<file path="src/rtl/dut_arb_pkg.sv">
// -----------------------------------------------------------------------------
// dut_arb_pkg
// Shared definitions for the request arbiter in front of a single DUT port:
//   - arb_state_e : arbiter FSM state (IDLE / BUSY)
//   - DEF_*       : default values for the NUM_REQ, DATA_W and TIMEOUT parameters
//   - idx_width() : width of an index into a vector of n requesters (min 1)
// -----------------------------------------------------------------------------
package dut_arb_pkg;

  localparam int DEF_NUM_REQ = 4;
  localparam int DEF_DATA_W  = 32;
  localparam int DEF_TIMEOUT = 64;

  typedef enum logic {
    ST_IDLE = 1'b0,
    ST_BUSY = 1'b1
  } arb_state_e;

  // $clog2(1) is 0, which would give zero-width index vectors.
  function automatic int idx_width(input int n);
    return (n > 1) ? $clog2(n) : 1;
  endfunction

endpackage

</file>
<file path="src/rtl/rr_picker.sv">
// -----------------------------------------------------------------------------
// rr_picker
// Purely combinational round-robin search. Starting at ptr_i and walking
// upwards with wrap-around, returns the first asserted request.
//   req_i    in  NUM_REQ  request vector
//   ptr_i    in  IDX_W    index with highest priority this round
//   found_o  out 1        at least one request is asserted
//   winner_o out IDX_W    index of the selected request (0 when none)
// -----------------------------------------------------------------------------
module rr_picker
  import dut_arb_pkg::*;
#(
  parameter int NUM_REQ = DEF_NUM_REQ,
  parameter int IDX_W   = idx_width(NUM_REQ)
) (
  input  logic [NUM_REQ-1:0] req_i,
  input  logic [IDX_W-1:0]   ptr_i,
  output logic               found_o,
  output logic [IDX_W-1:0]   winner_o
);

  // One extra bit so ptr + offset cannot overflow before the wrap.
  localparam int CW = IDX_W + 1;

  logic [CW-1:0] cand;

  // Scan offsets from the far end down to 0 so the candidate closest to
  // ptr_i is the last one written and therefore wins.
  always_comb begin
    found_o  = 1'b0;
    winner_o = '0;
    cand     = '0;
    for (int i = NUM_REQ - 1; i >= 0; i--) begin
      cand = {1'b0, ptr_i} + CW'(i);
      if (cand >= CW'(NUM_REQ)) begin
        cand = cand - CW'(NUM_REQ);
      end
      if (req_i[cand[IDX_W-1:0]]) begin
        found_o  = 1'b1;
        winner_o = cand[IDX_W-1:0];
      end
    end
  end

endmodule

</file>
<file path="src/rtl/dut_req_arbiter.sv">
// -----------------------------------------------------------------------------
// dut_req_arbiter
// Shares one DUT port between NUM_REQ requesters with round-robin fairness and
// a per-transaction watchdog.
//
// Handshake: a requester raises req_valid_i[k] with req_data_i[k] stable and
// keeps both until it sees a one-cycle req_ack_o[k] (completed) or
// req_err_o[k] (aborted by the watchdog). Towards the DUT, dut_valid_o is high
// for the whole grant with dut_data_o frozen; the DUT finishes the transfer by
// asserting dut_ack_i for one cycle, which is forwarded combinationally to the
// granted requester. dut_ack_i is ignored while no grant is active.
//
// Ports:
//   clk_i        in  1               clock, rising edge
//   rstn_i       in  1               asynchronous active-low reset
//   req_valid_i  in  NUM_REQ         per-requester request
//   req_data_i   in  NUM_REQ*DATA_W  payloads, requester k at [k*DATA_W +: DATA_W]
//   req_ack_o    out NUM_REQ         completion pulse to the granted requester
//   req_err_o    out NUM_REQ         timeout-abort pulse to the granted requester
//   dut_valid_o  out 1               valid towards the DUT (registered)
//   dut_data_o   out DATA_W          latched payload towards the DUT
//   dut_ack_i    in  1               ack from the DUT
//   busy_o       out 1               a grant is active
//   grant_id_o   out IDX_W           current or most recent grant index
// -----------------------------------------------------------------------------
module dut_req_arbiter
  import dut_arb_pkg::*;
#(
  parameter int NUM_REQ = DEF_NUM_REQ,
  parameter int DATA_W  = DEF_DATA_W,
  parameter int TIMEOUT = DEF_TIMEOUT,
  parameter int IDX_W   = idx_width(NUM_REQ)
) (
  input  logic                      clk_i,
  input  logic                      rstn_i,
  input  logic [NUM_REQ-1:0]        req_valid_i,
  input  logic [NUM_REQ*DATA_W-1:0] req_data_i,
  output logic [NUM_REQ-1:0]        req_ack_o,
  output logic [NUM_REQ-1:0]        req_err_o,
  output logic                      dut_valid_o,
  output logic [DATA_W-1:0]         dut_data_o,
  input  logic                      dut_ack_i,
  output logic                      busy_o,
  output logic [IDX_W-1:0]          grant_id_o
);

  localparam int WD_W = $clog2(TIMEOUT);

  // FSM state, kept as a named enum so checkers can bind to it directly.
  arb_state_e        state_q;
  arb_state_e        state_d;

  logic [IDX_W-1:0]  rr_ptr_q;
  logic [IDX_W-1:0]  grant_q;
  logic [DATA_W-1:0] data_q;
  logic              valid_q;
  logic [WD_W-1:0]   wdog_q;

  logic              found;
  logic [IDX_W-1:0]  winner;
  logic              in_busy;
  logic              ack_hit;
  logic              tmo_hit;
  logic [IDX_W-1:0]  grant_next;

  logic [DATA_W-1:0] req_data_a [NUM_REQ];

  // Flat payload bus viewed as one word per requester.
  always_comb begin
    for (int i = 0; i < NUM_REQ; i++) begin
      req_data_a[i] = req_data_i[i*DATA_W +: DATA_W];
    end
  end

  rr_picker #(
    .NUM_REQ (NUM_REQ),
    .IDX_W   (IDX_W)
  ) u_rr_picker (
    .req_i    (req_valid_i),
    .ptr_i    (rr_ptr_q),
    .found_o  (found),
    .winner_o (winner)
  );

  // Ack takes priority over the watchdog when both land in the same cycle.
  assign in_busy = (state_q == ST_BUSY);
  assign ack_hit = in_busy && dut_ack_i;
  assign tmo_hit = in_busy && !dut_ack_i && (wdog_q == WD_W'(TIMEOUT - 1));

  // Requester following the one just served gets first look next round.
  assign grant_next = (grant_q == IDX_W'(NUM_REQ - 1)) ? '0 : grant_q + 1'b1;

  // ---------------------------------------------------------------------------
  // FSM: state register
  // ---------------------------------------------------------------------------
  always_ff @(posedge clk_i or negedge rstn_i) begin
    if (!rstn_i) begin
      state_q <= ST_IDLE;
    end else begin
      state_q <= state_d;
    end
  end

  // ---------------------------------------------------------------------------
  // FSM: next-state logic. Leaving BUSY always passes through IDLE, which
  // guarantees the one-cycle gap with dut_valid_o low between grants.
  // ---------------------------------------------------------------------------
  always_comb begin
    state_d = state_q;
    case (state_q)
      ST_IDLE: begin
        if (found) begin
          state_d = ST_BUSY;
        end
      end
      ST_BUSY: begin
        if (ack_hit || tmo_hit) begin
          state_d = ST_IDLE;
        end
      end
      default: state_d = ST_IDLE;
    endcase
  end

  // ---------------------------------------------------------------------------
  // FSM: outputs. The per-requester pulses are decoded from the registered
  // grant index, so they are zero whenever the FSM is (or is reset to) IDLE.
  // ---------------------------------------------------------------------------
  always_comb begin
    req_ack_o = '0;
    req_err_o = '0;
    if (ack_hit) begin
      req_ack_o[grant_q] = 1'b1;
    end
    if (tmo_hit) begin
      req_err_o[grant_q] = 1'b1;
    end
    busy_o = in_busy;
  end

  // ---------------------------------------------------------------------------
  // Grant datapath: grant index, payload latch, DUT valid, watchdog, pointer.
  // The payload is captured once on BUSY entry; requesters may change or drop
  // their inputs during the grant without affecting the DUT side.
  // ---------------------------------------------------------------------------
  always_ff @(posedge clk_i or negedge rstn_i) begin
    if (!rstn_i) begin
      rr_ptr_q <= '0;
      grant_q  <= '0;
      data_q   <= '0;
      valid_q  <= 1'b0;
      wdog_q   <= '0;
    end else begin
      case (state_q)
        ST_IDLE: begin
          if (found) begin
            grant_q <= winner;
            data_q  <= req_data_a[winner];
            valid_q <= 1'b1;
            wdog_q  <= '0;
          end
        end
        ST_BUSY: begin
          if (ack_hit || tmo_hit) begin
            valid_q  <= 1'b0;
            rr_ptr_q <= grant_next;
          end else begin
            wdog_q <= wdog_q + 1'b1;
          end
        end
        default: begin
          valid_q <= 1'b0;
        end
      endcase
    end
  end

  assign dut_valid_o = valid_q;
  assign dut_data_o  = data_q;
  assign grant_id_o  = grant_q;

endmodule

</file>
<file path="config.mk">
export PLATFORM = sky130hd
export DESIGN_NAME = dut_req_arbiter
export DESIGN_NICKNAME = d
export VERILOG_FILES = /design/src/rtl/dut_arb_pkg.sv /design/src/rtl/rr_picker.sv /design/src/rtl/dut_req_arbiter.sv
export SDC_FILE = /design/constraint.sdc
export NUM_CORES = 1
export LEC_CHECK = 0
export CAP_MARGIN = 20
export CORE_ASPECT_RATIO = 0.75
export CORE_MARGIN = 3
export CORE_UTILIZATION = 40
export CTS_BUF_LIST = sky130_fd_sc_hd__clkbuf_4 sky130_fd_sc_hd__clkbuf_8 sky130_fd_sc_hd__clkbuf_16
export DETAILED_ROUTE_END_ITERATION = 8
export DONT_BUFFER_PORTS = 1
export GPL_TIMING_DRIVEN = 0
export SYNTH_ARGS = -nofsm -noshare
export SYNTH_HDL_FRONTEND = slang
export SYNTH_HIERARCHICAL = 1
export SYNTH_SLANG_ARGS = --single-unit
</file>
<file path="constraint.sdc">
create_clock -name clk_i -period 1.62 [get_ports clk_i]
set_input_delay 0.081 -clock clk_i [delete_from_list [all_inputs] [get_ports clk_i]]
set_output_delay 0.081 -clock clk_i [all_outputs]
set_load 0.05 [all_outputs]
</file>
## Word-level counts from Yosys, hierarchy flattened

Index checks and enable logic that the tools add are counted.

- Bits in registers: 44
- Input bits: 135
- Output and inout bits: 44
- Word-level logic and storage cells: 80

- $add $sub $neg: 9
- $lt $le $gt $ge: 11
- Equality and inequality tests: 5
- Muxes and demuxes: 37
- Bitwise operators: 2
- Reductions and logical operators: 10

Operators by type and width:

| cell | count |
|---|---|
| $bmux W32 S2 | 1 |
| $mux W32 | 2 |
| $mux W2 | 9 |
| $lt A2 B3 Y1 const B | 5 |
| $mux W1 | 13 |
| $ge A3 B3 Y1 const B | 4 |
| $mux W6 | 2 |
| $pmux W6 S2 | 1 |
| $bmux W1 S2 | 4 |
| $mux W4 | 2 |
| $reduce_and A2 Y1 | 4 |
| $sub A2 B1 Y2 const B | 4 |
| $add A2 B2 Y3 const B | 2 |
| $add A6 B1 Y6 const B | 1 |
| $eq A6 B6 Y1 const B | 1 |
| $logic_and A1 B1 Y1 | 4 |
| $ne A2 B2 Y1 const B | 2 |
| $pmux W1 S2 | 2 |
| $add A2 B1 Y3 const B | 1 |
| $ge A2 B3 Y1 const B | 1 |
| $not A2 Y3 | 1 |
| $add A2 B1 Y2 const B | 1 |
| $demux W1 S2 | 1 |
| $eq A2 B2 Y1 const B | 1 |
| 5 further kinds | 5 |

## Depth between registers and ports, before layout

Gate-level depths: netlist of run 1.

- Depth in word-level cells: 13
- Mapped depth: 8
- Depth with buffers taken out: 6

## Modules after synthesis

The synthesis of run 1 kept the hierarchy.

Modules (own cells, without submodules):

| module | times used | cells an instance | area an instance (sq um) | sequential area each (sq um) |
|---|---|---|---|---|
| dut_req_arbiter | 1 | 244 | 2703.8 | 1101.1 |
| rr_picker | 1 | 13 | 77.6 | 0.0 |

## Worst setup path before layout of run 1

Ideal clock, no wire load.

- Path type: register -> register
- Start: register rr_ptr_q[1]
- End: register data_q[0] (netlist: dut_data_o[0])
- Setup time: 0.118 ns
- Data arrival time: 1.677 ns
- Required time: 1.502 ns
- Slack: -0.175 ns
- Cell stages (with the launch flop): 8
- Buffers on the path: 2
- Clock period less this slack: 1.795 ns
- Cells stage by stage: dfrtp_1 -> mux2i_1 -> a211oi_2 -> buf_6 -> buf_12 -> mux4_2 -> nand2_1 -> nand2_1

- Longest elaborated chain between the ends: 13
- Elaborated cells on any way between the ends: 36
- Classes of those cells: 7 x add/sub; 4 x order compare; 23 x mux; 1 x bitwise; 1 x reduce/logical

Ends and longest elaborated chain:

| what | RTL line | RTL |
|---|---|---|
| start: declaration | dut_req_arbiter.sv:53 | `logic [IDX_W-1:0] rr_ptr_q;` |
| start signal: assignment | dut_req_arbiter.sv:166 | `rr_ptr_q <= grant_next;` |
| $add A2 B2 Y3 | rr_picker.sv:34 | `cand = {1'b0, ptr_i} + CW'(i);` |
| $ge A3 B3 Y1 or $sub A2 B1 Y2 (tied branches) | rr_picker.sv:35, rr_picker.sv:36 |  |
| $mux W2 | rr_picker.sv:35 | `if (cand >= CW'(NUM_REQ)) begin` |
| $bmux W1 S2 | rr_picker.sv:38 | `if (req_i[cand[IDX_W-1:0]]) begin` |
| $mux W1 (implied by the code) | rr_picker.sv:38 |  |
| $mux W2 (3 in series) | rr_picker.sv:38 |  |
| $mux W2 * | rr_picker.sv:38 |  |
| net winner[0] | dut_req_arbiter.sv:60 | `logic [IDX_W-1:0] winner;` |
| $not A2 Y3 (implied by the code) * | dut_req_arbiter.sv:158 | `data_q <= req_data_a[winner];` |
| $bmux W32 S2 * | dut_req_arbiter.sv:158 |  |
| $mux W32 (implied by the code) * (2 in series) | dut_req_arbiter.sv:158 |  |
| end signal: assignment | dut_req_arbiter.sv:158 |  |
| end: declaration | dut_req_arbiter.sv:55 | `logic [DATA_W-1:0] data_q;` |

Mark *: on every way through the listed nets, which the timed path passes. The rest lies on a longest branch. The select of a mux whose other input is x is not followed.
A chain may end at the register's enable or synchronous reset.

## Final worst setup path of run 1

- Start: register rr_ptr_q[1]
- End: register data_q[13] (netlist: dut_data_o[13])

The elaborated chain is that of the path after synthesis.

==> out/metrics.csv, run 1 <==
stage,metric,value,unit
timing,Slew headroom,66.3,%
placement,GPL Wtd Cong,0.758,
timing,"Slew Viols, Final",0,
timing,Hold WS,0.0429,ns
placement,placed insts,338,
timing,Final Hold Fails,0,
drt,detailed-route wire length,7810,um
timing,minimum clock period,1.91,ns
timing,Setup Skew,0.00573,ns
synthesis,Synth area leader,dfrtp_1,
timing,RSZ-0062 raised after global routing,yes,
pwr,Max VDD drop,816,uV
global_routing,vias in the first global route,2126,
worst_setup_path,critical path capture point type,register,
worst_setup_path,Worst EP arrival,2.11,ns
clock_network,CTS tree,done,
synthesis,Yosys top cell area share,39.6,%
global_routing,antenna violations before repair,0,
die,DIE AREA,0.00800,mm2
die,I/O pin count,179,
drt,vias per cell,5.75,
worst_setup_path,R2R Setup Slk,-0.29,ns
finish,layout overhead on the synthesized area,16.3,%
drt,Initial DRC Count,66,
synthesis,top post-synthesis cells by area,"dfrtp_1 (40%), mux4_2 (23%), nand2_1 (14%), mux4_1 (2.8%), ha_1 (2.2%)",
run_status,status,"finished, violations left",
min_path,Min-Delay Path Class,in2reg,
clock_network,Max H-tree Level,2,
run_status,failing checks,setup timing,
worst_setup_path,startpoint types,register,
placement,"worst slack, placed",-0.407,ns
timing,Worst-Margin Slew,0.506,ns
placement,dpl hpwl,5790,um
worst_setup_path,WS Path Type,reg2reg,
synthesis,syn nets,397,
drt,post-route ant nets,0,
synthesis,sequential-to-total area share from yosys stat,39.6,%
synthesis,distinct cell type count after synthesis,34,
worst_setup_path,worst-path fanout max,10,
synthesis,Yosys warnings,6,
worst_setup_path,FF-to-FF End,dut_data_o[13],
drt,DRC viols,0,
timing,"Worst Setup Slack, final",-0.293,ns
pwr,LEAKAGE,1.45,nW
clock_network,Root Driver,clkbuf_8,
synthesis,"flops & latches, synth",44,
die,Starting Density,42.8,%
job,Max Cap Viol,0,
global_routing,GRT Overall Usage,18.7,%
clock_network,Worst-Skew Late Latency,0.30,ns
global_routing,first-pass GRT wire length,11200,um
finish,Total Nets Final,418,
timing,fmax,523,MHz
timing,Setup Viol. Count Final,32,
min_path,Hold Path Sink,wdog_q[0],
global_routing,largest net degree at the start of global routing,45,
clock_network,clock slew at reported path FFs,0.09,ns
die,die height,78.2,um
finish,filler cell count,588,
worst_setup_path,worst reg2reg startpoint,rr_ptr_q[1],
synthesis,area of the mapped netlist,0.00278,mm2
finish,share of cells above drive strength 1,35.1,%
worst_setup_path,CP required,1.82,ns
min_path,worst hold start,dut_ack_i,
drt,total number of vias,2071,
die,die outline width,102,um
synthesis,Syn Area/Cell,10.8,um2
drt,per-cell routed wire length,21.7,um
worst_setup_path,FF-to-FF path depth,7,
clock_network,CTS Buf Count,5,
drt,1st-pass router iterations,4,
finish,Final Instance Count excl. Fillers,360,
min_path,Hold Path Depth,3,
clock_network,CTS max path bufs,2,
pwr,PD cells,2280,mW/mm2
global_routing,global route overflow,0,
timing,fin crit share,118,%
synthesis,post-synthesis cell count,257,
finish,Inserted Diodes,0,
finish,"commonest cells after routing, fill and taps aside","nand2_1 (98), dfrtp_1 (40), mux4_2 (32)",
finish,"commonest non-fill, non-tap cell in the layout",nand2_1,
clock_network,clk sinks,44,
placement,Port Buf Inserts,0,
die,Core Area,0.00651,mm2
die,Cell Rows,25,
==> cells by family after synthesis <==
logic type,share of synthesized area (%)
buffers and inverters,5.49
xor gates and xnor gates,0.315
and+or+nand+nor,20.4
muxes,27.8
DFF,39.6
adders and majority gates,2.25
AOI/OAI and AO/OA,4.09
==> what timing repair did <==
item                                    CTS  global route
endpoints found under the hold margin    46             0
hold buffers                              3             0
gates resized for setup                  22            18
buffers inserted                          5             5
endpoints found under the setup margin   47            46
cloned                                    0             1
pin swaps                                 5             5
==> per-stage QoR <==
stage	TNS [ns]	power, mW	cell area, um2	util [%]
4_1_cts	-9.12	7.27	3120	47.9
3_3_place_gp	-11.86	6.16	2880	44.3
3_5_place_dp	-12.35	6.23	2880	44.3
5_1_grt	-11.35	7.87	3230	49.7
6_report	-8.60	7.39	3230	49.7
2_1_floorplan	-3.90	5.63	2780	-
==> power by group <==
group          internal [mW]  switching (mW)  leakage, nW  total (mW)
registers               1.59            2.02        0.539        3.61
clock network          0.457           0.419       0.0541       0.876
logic                   1.46            1.44        0.860        2.90
==> flip-flops by register name (all words and copies together) (netlist names) <==
| name | flops |
|---|---|
| busy_o | 1 |
| rr_ptr_q | 2 |
| dut_data_o | 32 |
| dut_valid_o | 1 |
| grant_id_o | 2 |
| wdog_q | 6 |
==> worst max-delay path, stage by stage, from the launching register on <==
cell and delay [ns]:
dfrtp_2 0.45, mux2i_1 0.14, a211oi_2 0.23, buf_6 0.20, buf_12 0.16, mux4_2 0.51, nand2_1 0.07, nand2_1 0.05
==> per-layer routing <==
layer	global-route usage, %	share of wire, %	vias to the layer above
met5	0	0	-
met3	6.31	9.6	5
met1	22.7	39	1014
li1	-	-	941
met2	32.1	50	111
met4	4.33	0.77	0
==> layout make-up <==
cell class | count | area (um2) | share of cell area, %
Multi-Input combinational cell | 191 | 1600 | 49.6
Sequential cell | 44 | 1110 | 34.2
Timing Repair Buffer | 14 | 148 | 4.56
Buffer | 16 | 143 | 4.41
Tap cell | 81 | 101 | 3.13
Clock buffer | 5 | 68.8 | 2.13
Clock inverter | 3 | 42.5 | 1.32
Inverter | 6 | 22.5 | 0.696
==> worst max path at each step <==
stage | startpoint | endpoint | slack, ns | cells past startpoint
floorplan | rr_ptr_q[1] | dut_data_o[21] | -0.13 | 7
global placement | rr_ptr_q[1] | dut_data_o[17] | -0.40 | 8
detailed placement | rr_ptr_q[1] | dut_data_o[17] | -0.41 | 8
CTS | rr_ptr_q[1] | dut_data_o[5] | -0.31 | 8
global route | rr_ptr_q[1] | dut_data_o[12] | -0.38 | 7
finish | rr_ptr_q[1] | dut_data_o[13] | -0.29 | 7
==> synth_stat cells (all sizes together) <==
cell / count
mux4: 32
nand3: 3
nor2b: 1
nor4: 1
nand2b: 3
o211ai: 2
dfrtp: 44
and3: 9
mux2i: 2
a211oi: 2
xor2: 1
o21ai: 7
buf: 15
ha: 5
inv: 6
nor2: 10
nor3b: 1
a22o: 2
mux2: 2
a21oi: 2
and2: 1
nand2: 102
o32ai: 1
nand4: 1
nor3: 1
clkbuf: 1
Power figures use the tool's default switching activity.
==> inputs of run 2 (changes only) <==
Settings changed: SLEW_MARGIN from default to 5.
Clock period 1.62 ns to 2.3 ns, I/O delays scaled along.
==> run 2 against run 1 <==
Net effect:
- the flow now finishes without violations
- largest cell class unchanged
- final area down 6.8%
- first-iteration DRC count down 29%
- worst setup slack better by 0.58 ns
- clock skew up 0.0012 ns
- critical path depth down 5
- register-to-register slack better by 0.60 ns
- clock power down 45%
- cell count down 3.3%
- sequential cell count unchanged
- highest routed layer unchanged
- die area unchanged
- largest power group unchanged
- combinational power down 37%
- power down 34%
==> out/metrics.csv, run 2 (synthesis results as in run 1) <==
stage,metric,value,unit,change
drt,1st-pass router iterations,4,,unchanged
timing,fmax,496,MHz,
finish,Finished Cell Area,0.00301,mm2,-6.8%
die,DIE AREA,0.00800,mm2,unchanged
clock_network,Max H-tree Level,2,,unchanged
timing,Slew headroom,59.4,%,-6.9 points
clock_network,clock slew at reported path FFs,0.09,ns,about the same
drt,detailed-route wire length,7280,um,-6.8%
global_routing,vias in the first global route,2117,,-0.42%
timing,Hold WS,0.0185,ns,-0.0243 ns
timing,Final Hold Fails,0,,unchanged
finish,filler cell count,619,,+5.3%
global_routing,GR peak layer,met2,,
worst_setup_path,Worst EP arrival,1.90,ns,-0.21 ns
pwr,Max VDD drop,567,uV,-30%
worst_setup_path,WS Path Type,reg2out,,
worst_setup_path,"slowest stage delay, CP",0.67,ns,+0.16 ns
clock_network,Root Driver,clkbuf_8,,
drt,vias per cell,5.72,,-0.50%
die,Starting Density,42.8,%,unchanged
die,die height,78.2,um,unchanged
drt,total number of vias,1992,,-3.8%
finish,fin util,46.3,%,-3.4 points
global_routing,GRT Overall Usage,17.8,%,-0.86 points
drt,post-route ant nets,0,,unchanged
die,Core Area,0.00651,mm2,unchanged
finish,Inserted Diodes,0,,unchanged
worst_setup_path,worst-path fanout max,8,,-2
timing,Worst-Margin Slew,0.609,ns,+0.103 ns
worst_setup_path,highest-delay cell along the critical path,dfrtp_1,,
clock_network,Worst-Skew Late Latency,0.29,ns,about the same
placement,Port Buf Inserts,0,,unchanged
job,Max Cap Viol,0,,unchanged
timing,"Slew Viols, Final",0,,unchanged
worst_setup_path,crit-path cells,"nor2b_2, and3_1",,
worst_setup_path,"CP delay by family, top",simple AND/OR/NAND/NOR gates,,
clock_network,setup bufs post-CTS,0,,-5
worst_setup_path,CP required,2.18,ns,+0.36 ns
global_routing,first-pass GRT wire length,10900,um,-2.3%
finish,Total Nets Final,407,,-2.6%
placement,placed insts,338,,unchanged
die,die outline width,102,um,unchanged
drt,Initial DRC Count,47,,-29%
worst_setup_path,critical path capture point type,primary output,,
worst_setup_path,CP bufs+invs,0,,-2
global_routing,met1 Use GR,22.7,%,+0.062 points
timing,fin crit share,87.7,%,
placement,"Cell Area, Placed",0.00288,mm2,unchanged
global_routing,global routing usage on met3,5.51,%,-0.80 points
timing,Fin Setup TNS,0,ns,+8.60 ns
finish,Final Instance Count excl. Fillers,348,,-3.3%
finish,"commonest non-fill, non-tap cell in the layout",nand2_1,,
run_status,status,finished clean,,
clock_network,CTS Buf Count,5,,unchanged
pwr,PD cells,1610,mW/mm2,-30%
drt,per-cell routed wire length,20.9,um,-3.6%
finish,share of cells above drive strength 1,23.6,%,-12 points
timing,minimum clock period,2.02,ns,
die,I/O pin count,179,,unchanged
pwr,LEAKAGE,1.40,nW,-3.5%
die,Cell Rows,25,,unchanged
finish,"commonest cells after routing, fill and taps aside","nand2_1 (102), dfrtp_1 (44), mux4_2 (29)",,
worst_setup_path,startpoint types,register,,
placement,GPL Wtd Cong,0.781,,+3.0%
placement,dpl hpwl,5660,um,-2.3%
timing,RSZ-0062 raised after global routing,no,,
global_routing,met2 Usage GRT,29.6,%,-2.5 points
clock_network,clk sinks,44,,unchanged
global_routing,global route overflow,0,,unchanged
drt,DRC viols,0,,unchanged
finish,layout overhead on the synthesized area,8.32,%,
min_path,Min-Delay Path Class,in2reg,,
timing,Setup Viol. Count Final,0,,-100%
clock_network,CTS tree,done,,
clock_network,CTS max path bufs,2,,unchanged
timing,Setup Skew,0.00689,ns,+0.00116 ns
global_routing,largest net degree at the start of global routing,45,,unchanged
global_routing,antenna violations before repair,0,,unchanged
finish,max FFs per register,32,,unchanged
-- run 2: final timing paths --
| check | from | endpoint | slack, ns | cells after the start |
|---|---|---|---|---|
| setup / recovery | busy_o | req_err_o[3] | 0.28 | 2 |
| max in group asynchronous | rstn_i | dut_data_o[13] | 1.75 | 2 |
| setup reg to reg | rr_ptr_q[1] | dut_data_o[10] | 0.31 | 8 |
| hold / removal | dut_ack_i | wdog_q[4] | 0.02 | 3 |
| hold reg to reg | wdog_q[5] | wdog_q[5] | 0.53 | 1 |
| min in group asynchronous | rstn_i | dut_data_o[27] | 0.34 | 2 |
-- run 2: repair_timing --
action / in CTS / in global routing
endpoints found under the setup margin: 0 / 25
hold buffers: 3 / 0
resized for setup: 0 / 2
hold endpoints to repair: 45 / 0
-- run 2: layout make-up --
cell class / instances / area [um2] / area share, %
Multi-Input combinational cell: 191 / 1530 / 50.7
Clock buffer: 6 / 76.3 / 2.53
Sequential cell: 44 / 1100 / 36.5
Buffer: 16 / 131 / 4.36
Timing Repair Buffer: 3 / 47.5 / 1.58
Inverter: 6 / 22.5 / 0.748
Clock inverter: 1 / 5.00 / 0.166
Tap cell: 81 / 101 / 3.36
-- run 2: worst min-delay path: stages --
cell and delay (ns):
nor2_1 0.02, nor2_1 0.08, nor3_1 0.06
-- run 2: layer usage --
layer	share of wire, %	vias to the layer above
met2	48	105
li1	-	924
met5	0	-
met3	9.7	4
met4	0.82	0
met1	41	959
-- run 2: stage by stage --
stage	setup WS, ns	total power, mW
final	0.283	4.85
after global routing	0.143	5.19
after CTS	0.127	4.91
after global placement	0.207	4.35
after detailed placement	0.166	4.38
after floorplan	0.505	3.97
-- run 2: power by group --
group          switching [mW]  leakage (nW)  internal [mW]
logic                   0.960         0.814          0.877
clock network           0.263        0.0445          0.219
registers                1.42         0.544           1.11
total                    2.64          1.40           2.21
